File: src/rtl/rr_mux8_arbiter_pkg.sv
// Shared types and constants for the 8-way round-robin packet arbiter.
package mux_arb_pkg;

  localparam int N_REQ = 8;
  localparam int SEL_W = 3;

  typedef enum logic {
    IDLE = 1'b0,
    BUSY = 1'b1
  } state_e;

endpackage

File: src/rtl/rr_mux8_arbiter_if.sv
// Requester-side and sink-side signals of the arbiter, bundled as one port.
interface rr_mux8_arbiter_if
  import mux_arb_pkg::*;
#(
  parameter int DW = 8
);

  logic                   en;
  logic [N_REQ-1:0]       req;
  logic [N_REQ*DW-1:0]    data;
  logic [N_REQ-1:0]       last;
  logic [N_REQ-1:0]       ack;
  logic [N_REQ-1:0]       gnt;
  logic [SEL_W-1:0]       sel;
  logic                   busy;
  logic                   out_valid;
  logic [DW-1:0]          out_data;
  logic                   out_last;
  logic                   out_ready;

  // The arbiter itself.
  modport slave (
    input  en, req, data, last, out_ready,
    output ack, gnt, sel, busy, out_valid, out_data, out_last
  );

  // Sources plus sink, as seen from outside the arbiter.
  modport master (
    output en, req, data, last, out_ready,
    input  ack, gnt, sel, busy, out_valid, out_data, out_last
  );

endinterface

File: src/rtl/rr_mux8_arbiter_pick.sv
// Round-robin pick: first set request at or after ptr, wrapping 7 -> 0.
module rr_pick8
  import mux_arb_pkg::*;
(
  input  logic [N_REQ-1:0] req,
  input  logic [SEL_W-1:0] ptr,
  output logic             found,
  output logic [SEL_W-1:0] idx
);

  logic [2*N_REQ-1:0] dbl;
  logic [N_REQ-1:0]   rot;
  logic [SEL_W-1:0]   off;

  // Rotate so ptr lands on bit 0, find lowest set bit, then rotate back.
  always_comb begin
    dbl   = {req, req} >> ptr;
    rot   = dbl[N_REQ-1:0];
    found = |rot;
    off   = '0;
    for (int i = N_REQ - 1; i >= 0; i--) begin
      if (rot[i]) off = SEL_W'(i);
    end
    idx = off + ptr;
  end

endmodule

File: src/rtl/rr_mux8_arbiter.sv
// 8-way round-robin arbiter holding a grant for a whole packet and
// steering the granted requester onto a single valid/ready sink.
module rr_mux8_arbiter
  import mux_arb_pkg::*;
#(
  parameter int DW = 8
) (
  input logic              clk,
  input logic              rst,
  rr_mux8_arbiter_if.slave bus
);

  state_e            state_q, state_d;
  logic [SEL_W-1:0]  ptr_q, sel_q;
  logic [N_REQ-1:0]  gnt_q;
  logic              busy_q;

  logic              found;
  logic [SEL_W-1:0]  pick_idx;
  logic              start, done;

  logic              valid_c, last_c;
  logic [DW-1:0]     data_c;
  logic [N_REQ-1:0]  ack_c;

  rr_pick8 u_pick (
    .req   (bus.req),
    .ptr   (ptr_q),
    .found (found),
    .idx   (pick_idx)
  );

  assign start = (state_q == IDLE) && bus.en && found;
  assign done  = valid_c && bus.out_ready && last_c;

  // State register.
  always_ff @(posedge clk or posedge rst) begin
    if (rst) state_q <= IDLE;
    else     state_q <= state_d;
  end

  // Next state: leave IDLE on a pick, return only when a last beat is taken.
  always_comb begin
    state_d = state_q;
    case (state_q)
      IDLE:    if (start) state_d = BUSY;
      BUSY:    if (done)  state_d = IDLE;
      default: state_d = IDLE;
    endcase
  end

  // Sink-side outputs and ack decode; everything is quiet outside BUSY.
  always_comb begin
    valid_c = 1'b0;
    last_c  = 1'b0;
    data_c  = '0;
    ack_c   = '0;
    if (state_q == BUSY) begin
      valid_c = bus.req[sel_q];
      last_c  = bus.last[sel_q];
      data_c  = bus.data[sel_q*DW +: DW];
      ack_c   = gnt_q & {N_REQ{valid_c & bus.out_ready}};
    end
  end

  // Grant bookkeeping: capture the pick on entry, advance ptr past the
  // finished requester on exit. sel keeps its last value while idle.
  always_ff @(posedge clk or posedge rst) begin
    if (rst) begin
      ptr_q  <= '0;
      sel_q  <= '0;
      gnt_q  <= '0;
      busy_q <= 1'b0;
    end else if (start) begin
      sel_q  <= pick_idx;
      gnt_q  <= N_REQ'(1) << pick_idx;
      busy_q <= 1'b1;
    end else if (done) begin
      ptr_q  <= sel_q + SEL_W'(1);
      gnt_q  <= '0;
      busy_q <= 1'b0;
    end
  end

  assign bus.out_valid = valid_c;
  assign bus.out_last  = last_c;
  assign bus.out_data  = data_c;
  assign bus.ack       = ack_c;
  assign bus.gnt       = gnt_q;
  assign bus.sel       = sel_q;
  assign bus.busy      = busy_q;

endmodule

File: src/flat_wrapper.sv
// flat-port wrapper written by rule: the top's interface ports become plain ports
module rr_mux8_arbiter_flat import mux_arb_pkg::*;
#(
  parameter int DW = 8
)
  (clk, rst, bus_en, bus_req, bus_data, bus_last, bus_out_ready, bus_ack, bus_gnt, bus_sel, bus_busy, bus_out_valid, bus_out_data, bus_out_last);
  rr_mux8_arbiter_if #(.DW(DW)) bus_i ();
  input logic clk;
  input logic rst;
  input wire logic [$bits(bus_i.en)-1:0] bus_en;
  input wire logic [$bits(bus_i.req)-1:0] bus_req;
  input wire logic [$bits(bus_i.data)-1:0] bus_data;
  input wire logic [$bits(bus_i.last)-1:0] bus_last;
  input wire logic [$bits(bus_i.out_ready)-1:0] bus_out_ready;
  output wire logic [$bits(bus_i.ack)-1:0] bus_ack;
  output wire logic [$bits(bus_i.gnt)-1:0] bus_gnt;
  output wire logic [$bits(bus_i.sel)-1:0] bus_sel;
  output wire logic [$bits(bus_i.busy)-1:0] bus_busy;
  output wire logic [$bits(bus_i.out_valid)-1:0] bus_out_valid;
  output wire logic [$bits(bus_i.out_data)-1:0] bus_out_data;
  output wire logic [$bits(bus_i.out_last)-1:0] bus_out_last;
  assign bus_i.en = bus_en;
  assign bus_i.req = bus_req;
  assign bus_i.data = bus_data;
  assign bus_i.last = bus_last;
  assign bus_i.out_ready = bus_out_ready;
  assign bus_ack = bus_i.ack;
  assign bus_gnt = bus_i.gnt;
  assign bus_sel = bus_i.sel;
  assign bus_busy = bus_i.busy;
  assign bus_out_valid = bus_i.out_valid;
  assign bus_out_data = bus_i.out_data;
  assign bus_out_last = bus_i.out_last;
  rr_mux8_arbiter #(.DW(DW)) u_core (.clk(clk), .rst(rst), .bus(bus_i));
endmodule
File: config.mk
export PLATFORM = sky130hd
export DESIGN_NAME = rr_mux8_arbiter_flat
export DESIGN_NICKNAME = d
export VERILOG_FILES = /design/src/rtl/rr_mux8_arbiter_pkg.sv /design/src/rtl/rr_mux8_arbiter_if.sv /design/src/rtl/rr_mux8_arbiter_pick.sv /design/src/rtl/rr_mux8_arbiter.sv /design/src/flat_wrapper.sv
export SDC_FILE = /design/constraint.sdc
export NUM_CORES = 1
export LEC_CHECK = 0
export ABC_AREA = 0
export CORE_UTILIZATION = 36
export DETAILED_ROUTE_END_ITERATION = 10
export PLACE_DENSITY = 0.77
export REMOVE_ABC_BUFFERS = 1
export SLEW_MARGIN = 20
export SYNTH_ARGS = -nofsm -noshare
export SYNTH_HDL_FRONTEND = slang
export SYNTH_SLANG_ARGS = --single-unit
File: constraint.sdc
create_clock -name clk -period 2.68 [get_ports clk]
set_input_delay 0.536 -clock clk [delete_from_list [all_inputs] [get_ports clk]]
set_output_delay 0.536 -clock clk [all_outputs]
set_load 0.005 [all_outputs]
**Yosys cells after proc, flatten, opt, wreduce, memory -nomap -nowiden**

Index checks and enable logic that the tools add are counted.

- Logic and storage cells: 45
- Flip-flop bits (word level): 16
- Output and inout bits: 30
- Input bits: 84

- Reduce and logical (&&, ||, !) cells: 7
- Muxes and demuxes: 23
- $lt $le $gt $ge: 1
- Shift operators: 3
- Add/subtract/negate cells: 2
- Bitwise operators: 4

Operators by type and width:

| kind | number |
|---|---|
| indexed part select 64 x 7 -> 8 bit | 1 |
| 2-to-1 mux 8 bit | 4 |
| 2-to-1 mux 3 bit | 8 |
| >> shifter 16 x 3 -> 8 bit | 1 |
| AND 8 bit | 1 |
| 2-to-1 mux 1 bit | 8 |
| OR reduction 8 bit | 1 |
| << shifter 1 x 3 -> 8 bit (first input constant) | 1 |
| binary-select mux 1 bit (select 3 bit) | 2 |
| logical AND 1 bit | 4 |
| < comparator 3 x 4 -> 1 bit (second input constant) | 1 |
| adder 3 x 1 -> 3 bit (second input constant) | 1 |
| adder 3 bit | 1 |
| inverter 1 bit | 2 |
| case mux 1 bit (2 select lines) | 1 |
| AND reduction 2 bit | 1 |
| nonzero test 2 bit | 1 |
| AND 1 bit | 1 |

**Depth between registers and ports, before layout**

- Depth in word-level cells: 12
- Mapped depth: 14

**Cells and area by module**

Synthesis repeated with hierarchy kept, for this count alone.

- Cell total of the unflattened synthesis: 199
- Area total of the unflattened synthesis: 2068.2 um^2

Modules (own cells, without submodules):

| module | area each (um^2) | times used | cells each | sequential area each (um^2) |
|---|---|---|---|---|
| rr_mux8_arbiter | 1442.6 | 1 | 127 | 400.4 |
| rr_pick8 | 625.6 | 1 | 72 | 0.0 |

**Worst setup path before layout**

No wires, ideal clock.

- Kind: register -> register
- From: register u_core.ptr_q[1]
- To: register u_core.sel_q[2], in the netlist u_core.bus.sel[2]
- Cell stages (with the launch flop): 14
- Data required time: 2561 ps
- Data arrival time: 2822 ps
- Clock period less this slack: 2942 ps
- Path slack: -262 ps
- Setup time: 119 ps
- Buffers on the path: 3
- Path through: dfrtp_1 > buf_6 > buf_8 > buf_2 > mux4_2 > o211ai_1 > nand4_1 > nand3_1 > ha_1 > inv_1 > fa_1 > nand4b_1 > o32a_4 > o21a_1

- Word-level cells in the longest chain between the ends: 10
- Elaborated cells on any way between the ends: 12
- Classes of those cells: 1 x add/sub; 1 x shift; 8 x mux; 2 x reduce/logical

RTL lines:

| what | RTL line | text |
|---|---|---|
| from (decl) | rr_mux8_arbiter.sv:14 | `logic [SEL_W-1:0] ptr_q, sel_q;` |
| from (signal assigned) | rr_mux8_arbiter.sv:79 | `ptr_q <= sel_q + SEL_W'(1);` |
| >> shifter 16 x 3 -> 8 bit | rr_mux8_arbiter_pick.sv:17 | `dbl = {req, req} >> ptr;` |
| 2-to-1 mux 3 bit (8 in a row) | rr_mux8_arbiter_pick.sv:22 | `if (rot[i]) off = SEL_W'(i);` |
| adder 3 bit | rr_mux8_arbiter_pick.sv:24 | `idx = off + ptr;` |
| to (signal assigned) | rr_mux8_arbiter.sv:75 | `sel_q <= pick_idx;` |
| to (decl) | rr_mux8_arbiter.sv:14 |  |

Several ways; a longest one is shown, not always the timed one.
A chain may end at the register's enable or synchronous reset.

**Final worst setup path**

- From: register u_core.ptr_q[1]
- To: register u_core.gnt_q[6], in the netlist u_core.bus.gnt[6]

- Word-level cells in the longest chain between the ends: 12
- Elaborated cells on any way between the ends: 15
- Classes of those cells: 1 x add/sub; 2 x shift; 9 x mux; 3 x reduce/logical

RTL lines:

| what | RTL line | text |
|---|---|---|
| >> shifter 16 x 3 -> 8 bit | rr_mux8_arbiter_pick.sv:17 |  |
| 2-to-1 mux 3 bit (8 in a row) | rr_mux8_arbiter_pick.sv:22 |  |
| adder 3 bit | rr_mux8_arbiter_pick.sv:24 |  |
| << shifter 1 x 3 -> 8 bit | rr_mux8_arbiter.sv:76 | `gnt_q <= N_REQ'(1) << pick_idx;` |
| 2-to-1 mux 8 bit | rr_mux8_arbiter.sv:74 | `end else if (start) begin` |
| to (signal assigned) | rr_mux8_arbiter.sv:76 |  |
| to (decl) | rr_mux8_arbiter.sv:15 | `logic [N_REQ-1:0] gnt_q;` |

Several ways; a longest one is shown, not always the timed one.

==> summary.txt <==
Status
  – Status: finished, violations left
  – Violated checks: negative setup slack

Cells and area
  – Ant diodes: 0
  – Layout cell share with drive strength beyond 1: 36.3%
  – Final layout net count: 443
  – Layout area overhead: 83.7%
  – Post-Layout Cell Count: 427
  – Final core utilization: just under 70%
  – Filler cells: 423

Route
  – Drt pass-1 iters: 4
  – Vias per Instance: 5.49
  – Vias: 2344
  – DRT iter0 DRCs: 153
  – Drt wl/cell: around 17 um
  – Drt total wl: roughly 7300 um
  – Antenna Nets Post-Route: 0
  – DRC Markers: 0

Clocking
  – Clk slew on worst S/H paths: 0.07 ns
  – Clk sinks: 16
  – CTS Buffer Depth: 2
  – CTS Hold Bufs: 0
  – Htree depth: 1
  – TritonCTS clock tree: done
  – Clock Tree Root: clkbuf_8
  – Cts bufs inserted: 3
  – Clock Latency Late Sink: 0.26 ns

Setup path
  – Crit. End Element: flop
  – Arrival @ worst endpoint: around 3.2 ns
  – R2R cell count: 11
  – Crit-path max FO: 12
  – Reg2reg setup slack: -0.28 ns
  – CP required: about 2.9 ns
  – CP Launch Type: flop
  – RR Startpoint: u_core.ptr_q[1]
  – CP Class: reg -> reg
  – R2R Path End: u_core.bus.gnt[6]

Global routing
  – Number of global-route vias before repair: ~2400
  – Initial antenna violation count: 0
  – GR Overflow Total: 0
  – Global-route wire length before repair: 11000 um
  – All-layer global routing usage: 23.3%
  – Pin count of the biggest net entering global routing: 24

Placed design
  – Placed cells: 415
  – PortBufs: 113
  – Pre-CTS WS: -0.851 ns
  – HPWL after DPL: 5690 um
  – Routability Congestion: 0.890

Synthesis
  – Mapped cell area: 2070 um^2
  – Sequential area share after synthesis: 19.3%
  – Yosys top cell area share: 25.0%
  – Cells after Synth: 202
  – Post-synth EDFFs: 0
  – Post-synth top cells: 23 x mux4_2, 17 x mux2i_1, 17 x nor2_1, 16 x dfrtp_1, 12 x inv_1
  – Synth unique cells: 53
  – Top-count cell post-synth: mux4_2
  – Async SR Flop Fraction: 100%
  – Synth Register Bits: 16
  – Area leader, netlist: mux4_2
  – Area contributors post-synth: mux4_2 25%, dfrtp_1 19%, mux2i_1 8.2%, mux2_2 3.8%, nor2_1 3.1%
  – Avg Synthesized Cell Area: slightly above 10 um^2
  – Synth warn: 0
  – Ys flop type: dfrtp_1

STA
  – Post-layout min period: ~3 ns
  – RSZ-0062 raised after global routing: yes
  – Worst-Margin Slew: about 0.6 ns
  – Fmax: 338 MHz
  – Relative slew margins: about three fifths
  – Max Slew Vio Count: 0
  – Setup Skew: between 0.003 and 0.004 ns
  – Fin. Hold Viols: 0
  – Final Cycle Share: 110%
  – # setup viols final: 10
  – Final setup margin: -0.281 ns

Power
  – PwrDens: 1020 nW/um^2
  – P_leak: 1.62 nW
  – Peak supply drop: 472 uV

Worst hold path
  – Hold-critical path depth: 1
  – Beginning of the worst hold path: u_core.bus.busy
  – Worst Hold End: u_core.bus.busy
  – Hold Path Class: reg -> reg

Die
  – IO Pins: ~110
  – Die area: 6060 um^2
  – Site Rows: 27
  – Core box area: 5540 um^2
  – Initial core utilization: between 30 and 40%
  – Die W: 77.9 um
  – Chip height: 77.9 um

Run
  – Number of max-cap violations: 0
cells in the final DEF (no fill, tap or decap), drive strengths merged, types with 2 or more instances in the layout:
| cell type | instances |
|---|---|
| a21o | 2 |
| a21oi | 10 |
| a31oi | 3 |
| a32o | 3 |
| and2 | 9 |
| and3 | 3 |
| buf | 58 |
| clkbuf | 10 |
| clkdlybuf4s15 | 4 |
| clkdlybuf4s50 | 93 |
| dfrtp | 16 |
| dlymetal6s2s | 3 |
| ha | 2 |
| inv | 12 |
| mux2 | 8 |
| mux2i | 17 |
| mux4 | 23 |
| nand2 | 5 |
| nand2b | 4 |
| nand3 | 5 |
| nor2 | 18 |
| nor2b | 3 |
| nor3 | 6 |
| nor3b | 4 |
| o2111ai | 4 |
| o211ai | 2 |
| o21a | 3 |
| o21ai | 2 |
| o2bb2ai | 4 |
| o32ai | 2 |
cells by family after synthesis:
family,count (synthesis),synth area share [%]
AO/OA/AOI/OAI,45,18.2
AND/OR/NAND/NOR,60,15.6
multiplexers,48,37.6
adder cells (fa/ha/maj),3,2.17
flip-flops,16,19.3
buffers and inverters,29,6.64
XOR/XNOR,1,0.423
sequential cells by signal, summed over array words and instances (netlist names):
| name | flops |
|---|---|
| u_core.bus.gnt | 8 |
| u_core.bus.sel | 3 |
| u_core.ptr_q | 3 |
| u_core.bus.busy | 1 |
| u_core.state_q | 1 |
timing repair:
item | CTS | global route
setup buffers | 1 | 4
pin swaps | 1 | 3
endpoints found under the setup margin | 28 | 20
gates resized for setup | 59 | 33
gates cloned | 0 | 3
routing by layer:
| metal | global-route usage, % | vias to the layer above | wire, um |
|---|---|---|---|
| li1 | - | 1091 | - |
| met1 | 26.3 | 1140 | 2700 |
| met2 | 44.2 | 96 | 4070 |
| met3 | 4.94 | 17 | 409 |
| met4 | 5.66 | 0 | 160 |
| met5 | 0 | - | 0 |
power breakdown:
part           internal, mW  total (mW)  leakage [nW]  switching (mW)
sequential            0.347       0.466         0.195           0.119
clock                 0.131       0.219        0.0288          0.0886
combinational          1.81        3.19          1.40            1.38
total                  2.29        3.88          1.62            1.58
area by class of cell:
cell class	count	area, um^2	share of cell area [%]
Multi-Input combinational cell	157	1670	44.0
Timing Repair Buffer	165	1540	40.3
Sequential cell	16	403	10.6
Tap cell	72	90.1	2.37
Clock buffer	4	55.1	1.45
Inverter	13	48.8	1.28
through the flow:
| stage | setup TNS (ns) | cell area, um^2 | total power, mW | hold WS (ns) |
|---|---|---|---|---|
| finish | -2.43 | 3810 | 3.88 | 0.484 |
| global route | -3.17 | 3810 | 4.12 | 0.511 |
| CTS | -1.66 | 3610 | 3.58 | 0.488 |
| detailed placement | -13.96 | 3550 | 3.26 | 0.469 |
| global placement | -13.62 | 3550 | 3.21 | 0.473 |
| floorplan | -4.96 | 1980 | 2.01 | 0.450 |
critical path, cell delays in order, from the launching register on:
cell and delay, ns:
dfrtp_2 0.45, buf_12 0.16, buf_4 0.11, nand2b_1 0.09, o21ba_4 0.21, mux4_2 0.51
a21oi_2 0.20, o31ai_2 0.09, fa_2 0.42, buf_4 0.16, o32ai_4 0.28, a32o_1 0.21
worst max-delay path by stage:
stage / start / endpoint / slack, ns
floorplan: u_core.ptr_q[1] / u_core.bus.sel[2] / -0.39
global placement: bus_req[0] / u_core.bus.gnt[6] / -0.80
detailed placement: bus_req[0] / u_core.bus.gnt[0] / -0.85
CTS: u_core.ptr_q[1] / u_core.bus.gnt[4] / -0.20
global route: u_core.ptr_q[1] / u_core.bus.gnt[7] / -0.35
finish: u_core.ptr_q[1] / u_core.bus.gnt[6] / -0.28
Note: power is estimated with default switching activity, not from simulation.
